File: config.mk
export PLATFORM = sky130hd
export DESIGN_NAME = abs_diff_stats_core
export DESIGN_NICKNAME = d
export VERILOG_FILES = /design/src/rtl/abs_diff_pkg.sv /design/src/rtl/abs_diff_lane.sv /design/src/rtl/abs_diff_stats_core.sv
export SDC_FILE = /design/constraint.sdc
export NUM_CORES = 1
export LEC_CHECK = 0
export BUFFER_PORTS_ARGS = -buffer_cell sky130_fd_sc_hd__buf_2
export CORE_AREA = 2 2 175 177
export CTS_BUF_LIST = sky130_fd_sc_hd__clkbuf_2 sky130_fd_sc_hd__clkbuf_4 sky130_fd_sc_hd__clkbuf_8
export DETAILED_ROUTE_END_ITERATION = 12
export DIE_AREA = 0 0 177 179
export GPL_ROUTABILITY_DRIVEN = 1
export HOLD_SLACK_MARGIN = 0.02
export PLACE_DENSITY = 0.83
export SETUP_SLACK_MARGIN = 0.2
export SYNTH_ARGS = -nofsm -noshare
export SYNTH_HDL_FRONTEND = slang
export SYNTH_SLANG_ARGS = --single-unit
File: constraint.sdc
create_clock -name clk -period 4.23 [get_ports clk]
set_input_delay 0.2115 -clock clk [delete_from_list [all_inputs] [get_ports clk]]
set_output_delay 0.2115 -clock clk [all_outputs]
set_load 0.03 [all_outputs]
File: src/rtl/abs_diff_pkg.sv
// Shared types and arithmetic helpers for the abs-diff statistics core.
// Helpers take wide operands so one definition serves any parameterisation.
package abs_diff_pkg;

   typedef enum logic [1:0] {
      MODE_ABS    = 2'd0,
      MODE_BIN    = 2'd1,
      MODE_PASS_A = 2'd2,
      MODE_PASS_B = 2'd3
   } mode_e;

   typedef enum logic {
      ST_IDLE    = 1'b0,
      ST_PENDING = 1'b1
   } ctrl_st_e;

   localparam int ARG_W = 32;  // symbols up to 31 bits, leaving room for zero-extension
   localparam int SAT_W = 64;

   function automatic logic [ARG_W-1:0] abs_diff(input logic [ARG_W-1:0] a,
                                                 input logic [ARG_W-1:0] b);
      return (a > b) ? (a - b) : (b - a);
   endfunction

   // Saturating add; w is the real counter width (1..64).
   function automatic logic [SAT_W-1:0] sat_inc(input logic [SAT_W-1:0] count,
                                                input logic [SAT_W-1:0] increment,
                                                input int               w);
      logic [SAT_W:0] sum;
      logic [SAT_W:0] max;
      sum = {1'b0, count} + {1'b0, increment};
      max = ({{SAT_W{1'b0}}, 1'b1} << w) - {{SAT_W{1'b0}}, 1'b1};
      return (sum > max) ? max[SAT_W-1:0] : sum[SAT_W-1:0];
   endfunction

endpackage

File: src/rtl/abs_diff_lane.sv
// One symbol: absolute difference, mode select and the "changed" compare flag.
module abs_diff_lane
   import abs_diff_pkg::*;
#(
   parameter int BITS = 8
) (
   input  logic [BITS-1:0] a_i,
   input  logic [BITS-1:0] b_i,
   input  mode_e           mode_i,
   input  logic [BITS-1:0] thr_i,
   output logic [BITS-1:0] res_o,
   output logic            chg_o
);

   logic [BITS-1:0] d;

   assign d     = BITS'(abs_diff(ARG_W'(a_i), ARG_W'(b_i)));
   assign chg_o = d > thr_i;

   always_comb begin
      res_o = d;
      case (mode_i)
         MODE_ABS:    res_o = d;
         MODE_BIN:    res_o = chg_o ? '1 : '0;
         MODE_PASS_A: res_o = a_i;
         MODE_PASS_B: res_o = b_i;
         default:     res_o = d;
      endcase
   end

endmodule

File: src/rtl/abs_diff_stats_core.sv
// Per-symbol A/B operation through a PIPE_STAGES-deep pipeline, in-order
// control-packet forwarding, and per-frame beat / changed-symbol statistics.
module abs_diff_stats_core
   import abs_diff_pkg::*;
#(
   parameter int BITS_PER_SYMBOL  = 8,
   parameter int SYMBOLS_PER_BEAT = 3,
   parameter int PIPE_STAGES      = 2,
   parameter int CNT_WIDTH        = 32
) (
   input  logic                                        clk,
   input  logic                                        rst,
   input  logic                                        stall_in,
   input  logic                                        stall_out,
   output logic                                        read,
   output logic                                        write,
   input  logic [BITS_PER_SYMBOL*SYMBOLS_PER_BEAT-1:0] data_A_in,
   input  logic [BITS_PER_SYMBOL*SYMBOLS_PER_BEAT-1:0] data_B_in,
   input  logic                                        end_of_video,
   input  logic [15:0]                                 width_in,
   input  logic [15:0]                                 height_in,
   input  logic [3:0]                                  interlaced_in,
   input  logic                                        vip_ctrl_valid_in,
   input  logic [1:0]                                  mode,
   input  logic [BITS_PER_SYMBOL-1:0]                  threshold,
   output logic [BITS_PER_SYMBOL*SYMBOLS_PER_BEAT-1:0] data_out,
   output logic                                        end_of_video_out,
   output logic [15:0]                                 width_out,
   output logic [15:0]                                 height_out,
   output logic [3:0]                                  interlaced_out,
   output logic                                        vip_ctrl_valid_out,
   output logic [CNT_WIDTH-1:0]                        stat_beats,
   output logic [CNT_WIDTH-1:0]                        stat_changed,
   output logic                                        stat_valid
);

   localparam int BPS = BITS_PER_SYMBOL;
   localparam int SPB = SYMBOLS_PER_BEAT;
   localparam int DW  = BPS * SPB;
   localparam int PW  = $clog2(SPB + 1);
   localparam int LS  = PIPE_STAGES - 1;

   logic [LS:0]            vld_q;
   logic [LS:0][DW-1:0]    data_q;
   logic [LS:0]            eov_q;
   logic [LS:0][PW-1:0]    pop_q;

   logic                   frame_start_q;
   mode_e                  mode_q;
   logic [BPS-1:0]         thr_q;

   ctrl_st_e               ctrl_q;
   logic [15:0]            w_q, h_q;
   logic [3:0]             il_q;

   logic [CNT_WIDTH-1:0]   beat_cnt_q, chg_cnt_q, beat_cnt_d, chg_cnt_d;

   logic                   adv;
   mode_e                  eff_mode;
   logic [BPS-1:0]         eff_thr;
   logic [SPB-1:0][BPS-1:0] res_w;
   logic [SPB-1:0]         chg_w;
   logic [PW-1:0]          pop_w;

   assign adv   = ~stall_out;
   assign read  = ~stall_in & ~stall_out & (ctrl_q == ST_IDLE);
   assign write = vld_q[LS] & adv;

   // The first beat of a frame sees the live mode/threshold it is about to latch.
   assign eff_mode = frame_start_q ? mode_e'(mode) : mode_q;
   assign eff_thr  = frame_start_q ? threshold : thr_q;

   for (genvar s = 0; s < SPB; s++) begin : g_lane
      abs_diff_lane #(.BITS(BPS)) u_lane (
         .a_i    (data_A_in[s*BPS +: BPS]),
         .b_i    (data_B_in[s*BPS +: BPS]),
         .mode_i (eff_mode),
         .thr_i  (eff_thr),
         .res_o  (res_w[s]),
         .chg_o  (chg_w[s])
      );
   end

   always_comb begin
      pop_w = '0;
      for (int s = 0; s < SPB; s++) pop_w = pop_w + PW'(chg_w[s]);
   end

   // Stage 0 holds the finished result; later stages only delay it.
   always_ff @(posedge clk) begin
      if (!rst) begin
         vld_q  <= '0;
         data_q <= '0;
         eov_q  <= '0;
         pop_q  <= '0;
      end else if (adv) begin
         vld_q[0]  <= read;
         data_q[0] <= res_w;
         eov_q[0]  <= end_of_video & read;
         pop_q[0]  <= pop_w;
         for (int k = 1; k < PIPE_STAGES; k++) begin
            vld_q[k]  <= vld_q[k-1];
            data_q[k] <= data_q[k-1];
            eov_q[k]  <= eov_q[k-1];
            pop_q[k]  <= pop_q[k-1];
         end
      end
   end

   assign data_out         = data_q[LS];
   assign end_of_video_out = eov_q[LS];

   always_ff @(posedge clk) begin
      if (!rst) begin
         frame_start_q <= 1'b1;
         mode_q        <= MODE_ABS;
         thr_q         <= '0;
      end else if (read) begin
         if (frame_start_q) begin
            mode_q <= mode_e'(mode);
            thr_q  <= threshold;
         end
         frame_start_q <= end_of_video;
      end
   end

   always_comb begin
      beat_cnt_d = CNT_WIDTH'(sat_inc(SAT_W'(beat_cnt_q), SAT_W'(1), CNT_WIDTH));
      chg_cnt_d  = CNT_WIDTH'(sat_inc(SAT_W'(chg_cnt_q), SAT_W'(pop_q[LS]), CNT_WIDTH));
   end

   always_ff @(posedge clk) begin
      if (!rst) begin
         beat_cnt_q   <= '0;
         chg_cnt_q    <= '0;
         stat_beats   <= '0;
         stat_changed <= '0;
         stat_valid   <= 1'b0;
      end else begin
         stat_valid <= 1'b0;
         if (write && eov_q[LS]) begin
            stat_beats   <= beat_cnt_d;
            stat_changed <= chg_cnt_d;
            stat_valid   <= 1'b1;
            beat_cnt_q   <= '0;
            chg_cnt_q    <= '0;
         end else if (write) begin
            beat_cnt_q <= beat_cnt_d;
            chg_cnt_q  <= chg_cnt_d;
         end
      end
   end

   // Control packet waits until every in-flight pixel has left the pipeline.
   always_ff @(posedge clk) begin
      if (!rst) begin
         ctrl_q             <= ST_IDLE;
         w_q                <= '0;
         h_q                <= '0;
         il_q               <= '0;
         width_out          <= '0;
         height_out         <= '0;
         interlaced_out     <= '0;
         vip_ctrl_valid_out <= 1'b0;
      end else begin
         vip_ctrl_valid_out <= 1'b0;
         if (vip_ctrl_valid_in) begin
            w_q    <= width_in;
            h_q    <= height_in;
            il_q   <= interlaced_in;
            ctrl_q <= ST_PENDING;
         end else begin
            case (ctrl_q)
               ST_PENDING: if (vld_q == '0) begin
                  width_out          <= w_q;
                  height_out         <= h_q;
                  interlaced_out     <= il_q;
                  vip_ctrl_valid_out <= 1'b1;
                  ctrl_q             <= ST_IDLE;
               end
               default: ctrl_q <= ST_IDLE;
            endcase
         end
      end
   end

endmodule

==> metrics.txt, run 1 <==
# TYPE chip_impl_metric gauge
chip_impl_metric{name="grt_util_all_layers",unit=""} 0.261
chip_impl_metric{name="critical_path_arrival",unit="ns"} 4.32
chip_impl_info{name="worst_hold_startpoint",value="data_A_in[12]"} 1
chip_impl_metric{name="drt-total-wl",unit="mm"} 42.7
chip_impl_metric{name="power-per-cell-area",unit="mW/mm^2"} 368
chip_impl_metric{name="power.switching_fraction",unit=""} 0.277
chip_impl_metric{name="cap_violations",unit=""} 0
chip_impl_metric{name="die_w",unit="um"} 177
chip_impl_metric{name="syn-mean-instance-area",unit="sq um"} 8.47
chip_impl_metric{name="power.total",unit="W"} 0.00653
chip_impl_info{name="clk_root_buffer_cell",value="sky130_fd_sc_hd__clkbuf_8"} 1
chip_impl_metric{name="finalCriticalPeriod",unit="ns"} 3.88
chip_impl_metric{name="core",unit="sq mm"} 0.0300
chip_impl_info{name="hold_path_class",value="primary input to flip-flop"} 1
chip_impl_metric{name="netlist_instances",unit=""} 1739
chip_impl_metric{name="die_height",unit="um"} 179
chip_impl_metric{name="antenna_left",unit=""} 0
chip_impl_metric{name="first_pass_iters",unit=""} 8
chip_impl_metric{name="power.internal",unit="W"} 0.00473
chip_impl_metric{name="io-pin-count",unit=""} 229
chip_impl_metric{name="synthArstFlopShare",unit=""} 0
chip_impl_metric{name="dr.first_iter.drc_count",unit=""} 1269
chip_impl_metric{name="relSlewSlack",unit=""} 0.124
chip_impl_metric{name="io_buffer_count",unit=""} 228
chip_impl_metric{name="seq_area_frac_synth",unit=""} 0.367
chip_impl_metric{name="avgRoutedWirePerCell",unit="um"} 17.7
chip_impl_info{name="crit_type",value="primary input to flip-flop"} 1
chip_impl_info{name="worstSetupStartpointType",value="primary input"} 1
chip_impl_metric{name="clock_skew",unit="ns"} 0.0203
chip_impl_metric{name="cts_inserted_buffers",unit=""} 46
chip_impl_metric{name="static-leakage-power",unit="nW"} 7.86
chip_impl_metric{name="globalplace.congestion",unit=""} 0.952
chip_impl_info{name="tritoncts",value="yes"} 1
chip_impl_metric{name="utilization",unit=""} 0.590
chip_impl_metric{name="fillerInstances",unit=""} 2620
chip_impl_metric{name="maximum_number_of_buffers_from_clock_root_to_sink",unit=""} 3
chip_impl_metric{name="clock_latency",unit="ns"} 0.55
chip_impl_metric{name="place.detailed.hpwl",unit="mm"} 30.1
chip_impl_metric{name="post_route_cells_drive_above_1_share",unit=""} 0.197
chip_impl_metric{name="worst_path_required",unit="ns"} 4.66
chip_impl_metric{name="die-area",unit="sq mm"} 0.0317
chip_impl_info{name="ys_top_cells_by_area",value="sky130_fd_sc_hd__dfxtp_1 (37%), sky130_fd_sc_hd__ha_1 (6.2%), sky130_fd_sc_hd__mux2i_1 (5.8%)"} 1
chip_impl_metric{name="mappedNetlistArea",unit="sq mm"} 0.0147
chip_impl_info{name="worstPathCellList",value="dlygate4sd3_1 -> buf_2 -> inv_1 -> ha_1 -> a21o_1 -> a21oi_2 -> nand3b_1 -> a31oi_4 -> mux2_4 -> a311o_1 -> xnor2_1 -> ha_1 -> a21oi_1 -> nor2b_1 -> o22ai_1 -> o31a_1 -> buf_6 -> a31o_2 -> nor3b_1 -> or3_1"} 1
chip_impl_metric{name="fin_worst_hold_slack",unit="ns"} 0.0750
chip_impl_info{name="synth_ff_type",value="sky130_fd_sc_hd__dfxtp_1"} 1
chip_impl_metric{name="initial_utilization",unit=""} 0.491
chip_impl_metric{name="synth.yosys.warnings",unit=""} 0
chip_impl_metric{name="comb_power_share",unit=""} 0.172
chip_impl_metric{name="crit_path_max_incr_delay",unit="ns"} 0.51
chip_impl_info{name="grt_setup_unrepaired",value="false"} 1
chip_impl_metric{name="power.clock.fraction",unit=""} 0.416
chip_impl_info{name="critPathCaptureType",value="flip-flop"} 1
chip_impl_metric{name="yosys.cell_types.count",unit=""} 77
chip_impl_info{name="synth_area_leader_cell",value="sky130_fd_sc_hd__dfxtp_1"} 1
chip_impl_metric{name="synth-seq-cells",unit=""} 270
chip_impl_info{name="status",value="finished clean"} 1
chip_impl_metric{name="clk_transition_reported_paths",unit="ns"} 0.06
chip_impl_metric{name="antenna_found_initial",unit=""} 1
chip_impl_metric{name="layout-area-overhead-vs-synth",unit="%"} 20.4
chip_impl_info{name="worst_r2r_startpoint",value="pop_q[2]$_SDFFE_PN0N_"} 1
chip_impl_metric{name="syn_nets",unit=""} 1920
chip_impl_metric{name="synth_edf_count",unit=""} 0
chip_impl_metric{name="peakVddDrop",unit="uV"} 238
chip_impl_metric{name="power.net_switching",unit="W"} 0.00181
chip_impl_metric{name="post-route-period-util",unit=""} 0.918
chip_impl_metric{name="path_max_fanout",unit=""} 5
chip_impl_metric{name="globalRouteOverflowTotal",unit=""} 0
chip_impl_metric{name="hold_violations",unit=""} 0
chip_impl_metric{name="route.detailed.drc",unit=""} 0
chip_impl_metric{name="sequential_area",unit="sq mm"} 0.00541
chip_impl_metric{name="core.rowCount",unit=""} 64
chip_impl_metric{name="worst_margin_pin_slew",unit="ns"} 1.31
chip_impl_metric{name="largest_net_degree_at_the_start_of_global_routing",unit=""} 106
chip_impl_info{name="worst_path_most_repeated_cell",value="sky130_fd_sc_hd__ha_1"} 1
chip_impl_metric{name="pwr-share-seq",unit=""} 0.412
chip_impl_info{name="crit_path_start",value="data_A_in[10]"} 1
chip_impl_metric{name="final_max_slew_viol_count",unit=""} 0
chip_impl_metric{name="synth.top_cell.area_share",unit=""} 0.367
chip_impl_metric{name="nets",unit=""} 2155
chip_impl_metric{name="grt_first_pass_wirelength",unit="mm"} 67.4
chip_impl_metric{name="number_of_global_route_vias_before_repair",unit=""} 13200
chip_impl_metric{name="finalSetupViolCount",unit=""} 0
chip_impl_metric{name="cts.sink_count",unit=""} 270
chip_impl_info{name="crit_slowest_cell",value="sky130_fd_sc_hd__dlygate4sd3_1"} 1
chip_impl_metric{name="avgViaCountPerCell",unit=""} 5.79
chip_impl_metric{name="multiInputGateArea",unit="sq mm"} 0.00855
chip_impl_metric{name="dr_total_vias",unit=""} 13900
chip_impl_metric{name="cts_max_level",unit=""} 2
chip_impl_metric{name="fmax_achieved",unit="MHz"} 257
[cells in the mapped netlist (4+ instances only)]
cell,n
sky130_fd_sc_hd__xnor2_1,33
sky130_fd_sc_hd__a211o_1,9
sky130_fd_sc_hd__a21oi_1,78
sky130_fd_sc_hd__nor2_1,112
sky130_fd_sc_hd__dfxtp_1,270
sky130_fd_sc_hd__nand3_1,35
sky130_fd_sc_hd__o21a_1,13
sky130_fd_sc_hd__nand4_1,26
sky130_fd_sc_hd__a22o_1,4
sky130_fd_sc_hd__a211oi_1,18
sky130_fd_sc_hd__o22ai_1,15
sky130_fd_sc_hd__buf_4,25
sky130_fd_sc_hd__o21ai_0,101
sky130_fd_sc_hd__a221oi_1,6
sky130_fd_sc_hd__xor2_1,31
sky130_fd_sc_hd__nor4_1,10
sky130_fd_sc_hd__a221o_1,19
sky130_fd_sc_hd__o32ai_1,4
sky130_fd_sc_hd__o31ai_1,6
sky130_fd_sc_hd__and4_1,4
sky130_fd_sc_hd__nor3_1,29
sky130_fd_sc_hd__inv_1,70
sky130_fd_sc_hd__o211ai_1,9
sky130_fd_sc_hd__nand2b_1,8
sky130_fd_sc_hd__a31oi_1,19
sky130_fd_sc_hd__mux2i_1,86
sky130_fd_sc_hd__nor2b_1,81
sky130_fd_sc_hd__nand2_1,209
sky130_fd_sc_hd__mux2_2,12
sky130_fd_sc_hd__buf_2,9
sky130_fd_sc_hd__o211a_1,11
sky130_fd_sc_hd__a21o_1,25
sky130_fd_sc_hd__o21ai_1,7
sky130_fd_sc_hd__o2111ai_1,4
sky130_fd_sc_hd__and3_1,25
sky130_fd_sc_hd__a311oi_1,24
sky130_fd_sc_hd__a21boi_0,42
sky130_fd_sc_hd__clkbuf_1,95
sky130_fd_sc_hd__ha_1,73
sky130_fd_sc_hd__fa_1,8
sky130_fd_sc_hd__and2_1,19
[through the flow]
step                setup slack (ns)  cells  cell area, sq um  setup TNS (ns)
floorplan                      0.223   1739             14700               0
global placement             -0.0409   2273             16100         -0.0409
detailed placement           -0.0994   2273             16100         -0.0994
CTS                            0.230   2400             17600               0
global route                   0.161   2404             17700               0
finish                         0.346   2404             17700               0
[placed cells by master, fill, tap and decap left out, types with 69 or more instances in the layout]
cell and n:
sky130_fd_sc_hd__a21oi_1 77, sky130_fd_sc_hd__buf_2 227, sky130_fd_sc_hd__dfxtp_1 270, sky130_fd_sc_hd__ha_1 69, sky130_fd_sc_hd__inv_1 69, sky130_fd_sc_hd__mux2i_1 85
sky130_fd_sc_hd__nand2_1 209, sky130_fd_sc_hd__nor2_1 111, sky130_fd_sc_hd__nor2b_1 81, sky130_fd_sc_hd__o21ai_0 101
[final cells by class]
type                            count  area share
Multi-Input combinational cell   1267       0.482
Tap cell                          396      0.0279
Clock inverter                     15      0.0123
Timing Repair Buffer              319       0.110
Clock buffer                       66      0.0477
Antenna cell                        1    0.000141
Sequential cell                   270       0.305
Inverter                           70      0.0148
[cell families after synthesis]
group	after synthesis	synth area share
mux	98	0.0676
buf+inv	202	0.0586
flops	270	0.367
simple gates	583	0.192
xor+xnor	64	0.0381
compound gates	441	0.204
fa+ha+maj	81	0.0729
[layer usage]
layer | vias to the layer above | share of wire | track usage
met1 | 6570 | 0.43 | 0.331
met5 | - | 0 | 0
li1 | 6621 | - | -
met2 | 593 | 0.46 | 0.435
met3 | 137 | 0.061 | 0.0380
met4 | 0 | 0.046 | 0.123
[power groups by stage]
| stage | Combinational [W] | Clock [W] | Sequential [W] |
|---|---|---|---|
| after floorplan | 0.000732 | 0 | 0.00274 |
| after global routing | 0.00123 | 0.00287 | 0.00270 |
| after CTS | 0.00107 | 0.00275 | 0.00269 |
| after detailed placement | 0.00103 | 0 | 0.00275 |
| final | 0.00112 | 0.00272 | 0.00269 |
| after global placement | 0.000998 | 0 | 0.00274 |
[flip-flops by register name, summed over array words and instances (netlist names), 2 cells and up]
signal,count
height_out,16
interlaced_out,4
eov_q,2
w_q,16
width_out,16
stat_changed,32
data_out,24
chg_cnt_q,32
pop_q,4
beat_cnt_q,32
data_q,24
h_q,16
vld_q,2
mode_q,2
il_q,4
thr_q,8
stat_beats,32
[worst max-delay path, delay by kind of cell]
family / cells / cell delay (ns)
compound gates: 8 / 1.50
mux: 1 / 0.32
xor+xnor: 1 / 0.16
simple gates: 4 / 0.67
fa+ha+maj: 2 / 0.60
buf+inv: 4 / 0.83
[path summary, 6_finish.rpt]
kind              slack [ns]  cells after the start                            end
setup / recovery        0.35                     20        data_q[14]$_SDFFE_PN0N_
setup reg to reg        0.59                     10     chg_cnt_q[13]$_SDFFE_PP0P_
hold / removal          0.07                      3        data_q[12]$_SDFFE_PN0N_
hold reg to reg         0.43                      2  stat_changed[24]$_SDFFE_PN0P_
[repair_timing]
item,4_1_cts,5_1_grt
buffers inserted,0,3
gates resized for setup,0,17
hold buffers,46,0
endpoints found under the hold margin,47,0
endpoints found under the setup margin,0,12
Note: power is estimated with default switching activity, not from simulation.
==> run 2, diff against run 1 <==
Settings changed: BUFFER_PORTS_ARGS -buffer_cell sky130_fd_sc_hd__buf_2 to unset, CORE_AREA 2 2 175 177 to 2 2 179 181, DIE_AREA 0 0 177 179 to 0 0 181 183, DONT_BUFFER_PORTS set to 1, PLACE_DENSITY 0.83 to 0.76, SYNTH_HIERARCHICAL set to 1.
==> metrics.txt, run 2 <==
# TYPE chip_impl_metric gauge
chip_impl_metric{name="post-route-period-util",unit=""} 0.874
chip_impl_metric{name="yosys.cell_types.count",unit=""} 80
chip_impl_info{name="hold_path_class",value="primary input to flip-flop"} 1
chip_impl_metric{name="sequential_area",unit="sq mm"} 0.00541
chip_impl_metric{name="route.detailed.drc",unit=""} 0
chip_impl_metric{name="final_max_slew_viol_count",unit=""} 0
chip_impl_metric{name="tns",unit="ns"} 0
chip_impl_info{name="critPathCaptureType",value="flip-flop"} 1
chip_impl_metric{name="comb_power_share",unit=""} 0.160
chip_impl_info{name="timing.rr.end",value="chg_cnt_q[16]$_SDFFE_PP0P_"} 1
chip_impl_metric{name="syn-mean-instance-area",unit="sq um"} 8.50
chip_impl_metric{name="dr_total_vias",unit=""} 13100
chip_impl_metric{name="grt_util_all_layers",unit=""} 0.242
chip_impl_metric{name="finish.cell_count_without_fillers",unit=""} 2243
chip_impl_metric{name="io_buffer_count",unit=""} 0
chip_impl_metric{name="post_route_cells_drive_above_1_share",unit=""} 0.0839
chip_impl_metric{name="maximum_number_of_buffers_from_clock_root_to_sink",unit=""} 3
chip_impl_metric{name="synth_edf_count",unit=""} 0
chip_impl_metric{name="clock_skew",unit="ns"} 0.0205
chip_impl_info{name="ys_top_cells_by_area",value="sky130_fd_sc_hd__dfxtp_1 (35%), sky130_fd_sc_hd__mux2i_1 (7.8%), sky130_fd_sc_hd__ha_1 (5.9%)"} 1
chip_impl_metric{name="antenna_left",unit=""} 0
chip_impl_metric{name="avgViaCountPerCell",unit=""} 5.84
chip_impl_metric{name="cts-resized-gates",unit=""} 0
chip_impl_info{name="tritoncts",value="yes"} 1
chip_impl_metric{name="synth.top_cell.area_share",unit=""} 0.351
chip_impl_metric{name="avgRoutedWirePerCell",unit="um"} 18.4
chip_impl_metric{name="grt_first_pass_wirelength",unit="mm"} 66.0
chip_impl_metric{name="hold_violations",unit=""} 0
chip_impl_metric{name="finalCriticalPeriod",unit="ns"} 3.70
chip_impl_metric{name="core",unit="sq mm"} 0.0312
chip_impl_metric{name="multiInputGateArea",unit="sq mm"} 0.00894
chip_impl_metric{name="cap_violations",unit=""} 0
chip_impl_metric{name="fillerInstances",unit=""} 2845
chip_impl_metric{name="globalRouteOverflowTotal",unit=""} 0
chip_impl_metric{name="static-leakage-power",unit="nW"} 6.80
chip_impl_info{name="worst_r2r_startpoint",value="pop_q[2]$_SDFFE_PN0N_"} 1
chip_impl_metric{name="cts.sink_count",unit=""} 270
chip_impl_metric{name="die_height",unit="um"} 183
chip_impl_metric{name="power.net_switching",unit="W"} 0.00179
chip_impl_metric{name="mappedNetlistArea",unit="sq mm"} 0.0154
chip_impl_metric{name="place.detailed.hpwl",unit="mm"} 27.8
chip_impl_metric{name="path_max_fanout",unit=""} 9
chip_impl_metric{name="pwr-share-seq",unit=""} 0.425
chip_impl_metric{name="synthArstFlopShare",unit=""} 0
chip_impl_info{name="layout_commonest_cell",value="sky130_fd_sc_hd__dfxtp_1"} 1
chip_impl_metric{name="synth.yosys.warnings",unit=""} 6
chip_impl_metric{name="synth-seq-cells",unit=""} 270
chip_impl_metric{name="worst_margin_pin_slew",unit="ns"} 1.04
chip_impl_metric{name="seq_area_frac_synth",unit=""} 0.351
chip_impl_metric{name="cts_post_setup_buffers_inserted",unit=""} 0
chip_impl_info{name="layout.cells.most_common_list",value="sky130_fd_sc_hd__dfxtp_1 (270), sky130_fd_sc_hd__nand2_1 (197), sky130_fd_sc_hd__mux2i_1 (120), sky130_fd_sc_hd__o21ai_0 (105), sky130_fd_sc_hd__nor2b_1 (105)"} 1
chip_impl_metric{name="layout-area-overhead-vs-synth",unit="%"} 11.3
chip_impl_metric{name="worst_r2r_path_depth",unit=""} 12
chip_impl_metric{name="fmax_achieved",unit="MHz"} 271
chip_impl_metric{name="cts_inserted_buffers",unit=""} 47
chip_impl_metric{name="nets",unit=""} 1980
chip_impl_metric{name="power.clock.fraction",unit=""} 0.415
chip_impl_metric{name="clock_latency",unit="ns"} 0.59
chip_impl_metric{name="number_of_global_route_vias_before_repair",unit=""} 12700
chip_impl_info{name="crit_path_start",value="data_A_in[3]"} 1
chip_impl_info{name="clk_root_buffer_cell",value="sky130_fd_sc_hd__clkbuf_8"} 1
chip_impl_info{name="synth_area_leader_cell",value="sky130_fd_sc_hd__dfxtp_1"} 1
chip_impl_metric{name="io-pin-count",unit=""} 229
chip_impl_metric{name="syn_nets",unit=""} 1991
chip_impl_metric{name="critical_path_arrival",unit="ns"} 4.16
chip_impl_metric{name="drt-total-wl",unit="mm"} 41.3
chip_impl_metric{name="die_w",unit="um"} 181
chip_impl_metric{name="setup.reg_to_reg.worst_slack",unit="ns"} 0.73
chip_impl_metric{name="dr.first_iter.drc_count",unit=""} 738
chip_impl_metric{name="dp.cells",unit=""} 2087
chip_impl_metric{name="die-area",unit="sq mm"} 0.0331
chip_impl_metric{name="relSlewSlack",unit=""} 0.305
chip_impl_info{name="critPathCapture",value="data_q[1]$_SDFFE_PN0N_"} 1
chip_impl_metric{name="netlist_instances",unit=""} 1810
chip_impl_metric{name="power.internal",unit="W"} 0.00465
chip_impl_info{name="most_repeated_cell_in_the_gate_level_netlist_after_synthesis",value="sky130_fd_sc_hd__dfxtp_1"} 1
chip_impl_metric{name="first_pass_iters",unit=""} 5
chip_impl_info{name="grt_setup_unrepaired",value="false"} 1
chip_impl_info{name="worstSetupStartpointType",value="primary input"} 1
chip_impl_metric{name="power-per-cell-area",unit="mW/mm^2"} 376
chip_impl_metric{name="core.rowCount",unit=""} 65
chip_impl_info{name="synth_ff_type",value="sky130_fd_sc_hd__dfxtp_1"} 1
chip_impl_info{name="post_synth_most_frequent_cells",value="sky130_fd_sc_hd__dfxtp_1 (270), sky130_fd_sc_hd__nand2_1 (197), sky130_fd_sc_hd__mux2i_1 (120), sky130_fd_sc_hd__nor2b_1 (105), sky130_fd_sc_hd__o21ai_0 (105)"} 1
chip_impl_metric{name="cts_max_level",unit=""} 2
chip_impl_metric{name="antenna_found_initial",unit=""} 4
chip_impl_info{name="crit_type",value="primary input to flip-flop"} 1
chip_impl_info{name="status",value="finished clean"} 1
chip_impl_metric{name="clk_transition_reported_paths",unit="ns"} 0.06
chip_impl_metric{name="peakVddDrop",unit="uV"} 240
chip_impl_metric{name="worst_path_required",unit="ns"} 4.70
chip_impl_metric{name="globalplace.congestion",unit=""} 0.900
chip_impl_metric{name="power.switching_fraction",unit=""} 0.278
chip_impl_metric{name="initial_utilization",unit=""} 0.493
chip_impl_metric{name="finalSetupViolCount",unit=""} 0
chip_impl_metric{name="largest_net_degree_at_the_start_of_global_routing",unit=""} 180
==> run 2: cell count changes after synthesis, moves of 11 or more <==
cell,delta
sky130_fd_sc_hd__inv_1,+14
sky130_fd_sc_hd__nand3_1,+11
sky130_fd_sc_hd__mux2i_1,+34
sky130_fd_sc_hd__a221o_1,-13
sky130_fd_sc_hd__nor2_1,-12
sky130_fd_sc_hd__nor2b_1,+24
sky130_fd_sc_hd__a31oi_1,+42
sky130_fd_sc_hd__nand2_1,-12
==> run 2: power groups by stage <==
stage	Clock (W)	Sequential [W]	Combinational [W]
final	0.00267	0.00273	0.00103
after global routing	0.00285	0.00274	0.00114
after CTS	0.00273	0.00273	0.00102
after floorplan	0	0.00273	0.000805
after detailed placement	0	0.00279	0.000894
after global placement	0	0.00278	0.000876
==> run 2: repair_timing <==
| item | 4_1_cts | 5_1_grt |
|---|---|---|
| setup endpoints to repair | 0 | 0 |
| hold buffers | 65 | 0 |
| endpoints found under the hold margin | 183 | 0 |
==> run 2: layout make-up <==
class | instances | share of cell area
clock inverter | 12 | 0.00665
tap | 402 | 0.0294
sequential | 270 | 0.316
timing repair buffer | 84 | 0.0501
multi-input combinational | 1311 | 0.522
clock buffer | 74 | 0.0569
inverter | 85 | 0.0186
antenna | 5 | 0.000730
==> run 2: critical path: stages <==
cell	delay, ns
sky130_fd_sc_hd__inv_1	0.02
sky130_fd_sc_hd__ha_1	0.45
sky130_fd_sc_hd__nand3_1	0.15
sky130_fd_sc_hd__a21oi_1	0.16
sky130_fd_sc_hd__o22a_1	0.43
sky130_fd_sc_hd__mux2i_1	0.27
sky130_fd_sc_hd__xor2_1	0.12
sky130_fd_sc_hd__ha_1	0.34
sky130_fd_sc_hd__nand4_1	0.16
sky130_fd_sc_hd__nor2_1	0.19
sky130_fd_sc_hd__a21oi_1	0.07
sky130_fd_sc_hd__or2_2	0.35
sky130_fd_sc_hd__mux4_2	0.47
sky130_fd_sc_hd__dlygate4sd3_1	0.57
sky130_fd_sc_hd__mux2i_1	0.13
sky130_fd_sc_hd__nor2b_1	0.06
==> run 2: cell families after synthesis <==
kind of cell             synth area share
XOR/XNOR                           0.0381
adder cells (fa/ha/maj)            0.0698
AND/OR/NAND/NOR                     0.202
buffers and inverters              0.0686
multiplexers                       0.0942
flip-flops                          0.351
AO/OA/AOI/OAI                       0.176
==> run 2: metrics by stage <==
stage | hold slack (ns) | setup slack (ns) | power (W) | area (sq um) | util
6_report | 0.0640 | 0.534 | 0.00644 | 17100 | 0.548
2_1_floorplan | 0.349 | 0.949 | 0.00354 | 15400 | -
3_5_place_dp | 0.320 | 0.512 | 0.00368 | 15300 | 0.491
3_3_place_gp | 0.320 | 0.598 | 0.00366 | 15300 | 0.491
5_1_grt | 0.0644 | 0.317 | 0.00673 | 17100 | 0.548
4_1_cts | 0.0207 | 0.659 | 0.00648 | 17100 | 0.548
==> run 2: metal layers <==
| metal | GRT usage | vias up | part of all wire |
|---|---|---|---|
| met3 | 0.0488 | 79 | 0.071 |
| met1 | 0.304 | 6183 | 0.42 |
| met4 | 0.0930 | 0 | 0.031 |
| met5 | 0 | - | 0 |
| li1 | - | 6349 | - |
| met2 | 0.411 | 484 | 0.48 |
==> run 2: how the worst min path moves through the flow <==
| stage | startpoint | end | slack, ns | cells after the start |
|---|---|---|---|---|
| final | threshold[2] | thr_q[2]$_SDFFE_PN0P_ | 0.06 | 3 |
| after detailed placement | rst | frame_start_q$_SDFFE_PN1P_ | 0.32 | 1 |
| after global routing | vip_ctrl_valid_in | ctrl_q$_SDFF_PN0_ | 0.06 | 2 |
| after global placement | rst | frame_start_q$_SDFFE_PN1P_ | 0.32 | 1 |
| after CTS | threshold[2] | thr_q[2]$_SDFFE_PN0P_ | 0.02 | 3 |
| after floorplan | end_of_video | frame_start_q$_SDFFE_PN1P_ | 0.35 | 2 |
==> run 3, diff against run 2 <==
Clock period 4.23 ns to 3.1 ns, I/O delays scaled along.
==> metrics.txt, run 3 (same netlist as run 2, synthesis figures left out) <==
# TYPE chip_impl_metric gauge
chip_impl_info{name="crit_type",value="primary input to flip-flop"} 1
chip_impl_info{name="worstPathCellList",value="inv_1 -> ha_1 -> a21oi_1 -> nand2_1 -> a311oi_1 -> mux2i_1 -> xor2_1 -> ha_1 -> nand4_1 -> nor2_2 -> a211oi_2 -> o21ai_2 -> buf_4 -> a21boi_1 -> a221o_1 -> mux2i_2 -> nor2b_1"} 1
chip_impl_metric{name="avgViaCountPerCell",unit=""} 5.76
chip_impl_metric{name="die-area",unit="sq mm"} 0.0331
chip_impl_metric{name="final_max_slew_viol_count",unit=""} 0
chip_impl_metric{name="power-per-cell-area",unit="mW/mm^2"} 478
chip_impl_metric{name="die_height",unit="um"} 183
chip_impl_metric{name="worst_margin_pin_slew",unit="ns"} 1.10
chip_impl_metric{name="grt_util_all_layers",unit=""} 0.255
chip_impl_metric{name="crit_path_max_incr_delay",unit="ns"} 0.39
chip_impl_metric{name="path_max_fanout",unit=""} 7
chip_impl_metric{name="first_pass_iters",unit=""} 5
chip_impl_metric{name="clock_skew",unit="ns"} 0.0460
chip_impl_metric{name="finish.cell_count_without_fillers",unit=""} 2379
chip_impl_metric{name="relSlewSlack",unit=""} 0.267
chip_impl_info{name="grt_setup_unrepaired",value="true"} 1
chip_impl_metric{name="dr_total_vias",unit=""} 13700
chip_impl_info{name="layout.cells.most_common_list",value="sky130_fd_sc_hd__dfxtp_1 (259), sky130_fd_sc_hd__nand2_1 (196), sky130_fd_sc_hd__buf_4 (136), sky130_fd_sc_hd__mux2i_1 (119), sky130_fd_sc_hd__nor2b_1 (105)"} 1
chip_impl_metric{name="place.detailed.hpwl",unit="mm"} 29.5
chip_impl_info{name="status",value="finished clean"} 1
chip_impl_metric{name="place_ws",unit="ns"} -0.376
chip_impl_metric{name="core",unit="sq mm"} 0.0312
chip_impl_metric{name="core.rowCount",unit=""} 65
chip_impl_metric{name="peakVddDrop",unit="uV"} 331
chip_impl_metric{name="finalCriticalPeriod",unit="ns"} 2.87
chip_impl_info{name="tritoncts",value="yes"} 1
chip_impl_info{name="layout_commonest_cell",value="sky130_fd_sc_hd__dfxtp_1"} 1
chip_impl_info{name="crit_slowest_cell",value="sky130_fd_sc_hd__ha_1"} 1
chip_impl_metric{name="io_buffer_count",unit=""} 0
chip_impl_metric{name="finalSetupViolCount",unit=""} 0
chip_impl_metric{name="cts_inserted_buffers",unit=""} 47
chip_impl_metric{name="antenna_found_initial",unit=""} 3
chip_impl_metric{name="sequential_area",unit="sq mm"} 0.00543
chip_impl_metric{name="cts.sink_count",unit=""} 270
chip_impl_metric{name="route.detailed.drc",unit=""} 0
chip_impl_metric{name="layout-area-overhead-vs-synth",unit="%"} 20.6
chip_impl_metric{name="clk_transition_reported_paths",unit="ns"} 0.05
chip_impl_metric{name="clock_latency",unit="ns"} 0.61
chip_impl_metric{name="fmax_achieved",unit="MHz"} 349
chip_impl_metric{name="globalRouteOverflowTotal",unit=""} 0
chip_impl_metric{name="cts_max_level",unit=""} 2
chip_impl_metric{name="number_of_global_route_vias_before_repair",unit=""} 13400
chip_impl_metric{name="critical_path_arrival",unit="ns"} 3.32
chip_impl_info{name="crit_path_start",value="data_A_in[2]"} 1
chip_impl_metric{name="cap_violations",unit=""} 0
chip_impl_info{name="critPathCapture",value="data_q[4]$_SDFFE_PN0N_"} 1
chip_impl_info{name="worst_path_most_repeated_cell",value="sky130_fd_sc_hd__ha_1"} 1
chip_impl_metric{name="largest_net_degree_at_the_start_of_global_routing",unit=""} 181
chip_impl_metric{name="die_w",unit="um"} 181
chip_impl_metric{name="setup.reg_to_reg.worst_slack",unit="ns"} 0.27
chip_impl_metric{name="nets",unit=""} 2121
chip_impl_metric{name="multiInputGateArea",unit="sq mm"} 0.00929
chip_impl_metric{name="setup_slack_of_the_critical_path_after_layout",unit="ns"} 0.235
chip_impl_info{name="worstSetupStartpointType",value="primary input"} 1
chip_impl_metric{name="holdPathStages",unit=""} 5
chip_impl_metric{name="fillerInstances",unit=""} 2658
chip_impl_metric{name="initial_utilization",unit=""} 0.493
chip_impl_metric{name="worst_path_required",unit="ns"} 3.56
chip_impl_metric{name="io-pin-count",unit=""} 229
chip_impl_metric{name="hold_violations",unit=""} 0
chip_impl_info{name="timing.rr.end",value="beat_cnt_q[28]$_SDFFE_PP0P_"} 1
chip_impl_metric{name="worst_r2r_path_depth",unit=""} 9
chip_impl_metric{name="globalplace.congestion",unit=""} 0.918
chip_impl_metric{name="maximum_number_of_buffers_from_clock_root_to_sink",unit=""} 3
chip_impl_metric{name="dp.cells",unit=""} 2196
chip_impl_metric{name="drt-total-wl",unit="mm"} 44.0
chip_impl_info{name="hold_path_class",value="primary input to flip-flop"} 1
chip_impl_metric{name="grt_first_pass_wirelength",unit="mm"} 69.7
chip_impl_metric{name="static-leakage-power",unit="nW"} 7.48
chip_impl_metric{name="post-route-period-util",unit=""} 0.924
chip_impl_metric{name="post_route_cells_drive_above_1_share",unit=""} 0.179
chip_impl_metric{name="avgRoutedWirePerCell",unit="um"} 18.5
chip_impl_info{name="worst_r2r_startpoint",value="beat_cnt_q[1]$_SDFFE_PP0P_"} 1
chip_impl_metric{name="antenna_left",unit=""} 0
chip_impl_metric{name="dr.first_iter.drc_count",unit=""} 923
chip_impl_info{name="clk_root_buffer_cell",value="sky130_fd_sc_hd__clkbuf_8"} 1
chip_impl_info{name="critPathCaptureType",value="flip-flop"} 1
-- run 3: layout make-up --
type	instances	area share
clock inverter	17	0.00849
clock buffer	65	0.0448
timing repair buffer	225	0.107
sequential	270	0.293
inverter	85	0.0192
tap	402	0.0271
multi-input combinational	1311	0.501
antenna	4	0.000539
-- run 3: power by group --
group          leakage (nW)  internal, W  switching (W)
combinational          4.75     0.000844       0.000854
sequential             2.20      0.00359       0.000136
clock                 0.526      0.00192        0.00153
-- run 3: worst min-delay path by stage --
stage	slack [ns]	from	endpoint
2_1_floorplan	0.29	end_of_video	frame_start_q$_SDFFE_PN1P_
3_3_place_gp	0.27	rst	frame_start_q$_SDFFE_PN1P_
3_5_place_dp	0.25	rst	frame_start_q$_SDFFE_PN1P_
4_1_cts	0.02	data_A_in[23]	data_q[23]$_SDFFE_PN0N_
5_1_grt	0.05	data_A_in[23]	data_q[23]$_SDFFE_PN0N_
6_report	0.05	data_B_in[22]	data_q[22]$_SDFFE_PN0N_
-- run 3: through the flow --
step	total power, W	util	cell area [sq um]	hold WS (ns)	setup TNS (ns)
final	0.00887	0.594	18600	0.0540	0
after global routing	0.00927	0.594	18600	0.0468	0
after CTS	0.00889	0.585	18300	0.0210	0
after detailed placement	0.00525	0.522	16300	0.254	-7.07
after global placement	0.00520	0.522	16300	0.272	-4.74
after floorplan	0.00488	-	15600	0.293	0
-- run 3: repair_timing --
item | CTS | global route
hold buffers | 85 | 0
resized for setup | 11 | 61
gates cloned | 0 | 0
buffers inserted | 1 | 11
pin swaps | 1 | 22
hold endpoints to repair | 188 | 0
endpoints found under the setup margin | 38 | 67
-- run 3: routing by layer --
metal  wire length [um]  up-vias  GRT usage
met5                  0        -          0
met4               1570        0      0.108
met3               3140      106     0.0616
met2              20600      499      0.428
met1              18600     6465      0.315
li1                   -     6636          -
-- run 3: worst max-delay path: cells and delay by family --
| family | cells | cell delay, ns |
|---|---|---|
| compound gates | 6 | 1.09 |
| xor+xnor | 1 | 0.19 |
| fa+ha+maj | 2 | 0.72 |
| buf+inv | 2 | 0.21 |
| mux | 2 | 0.41 |
| simple gates | 4 | 0.53 |
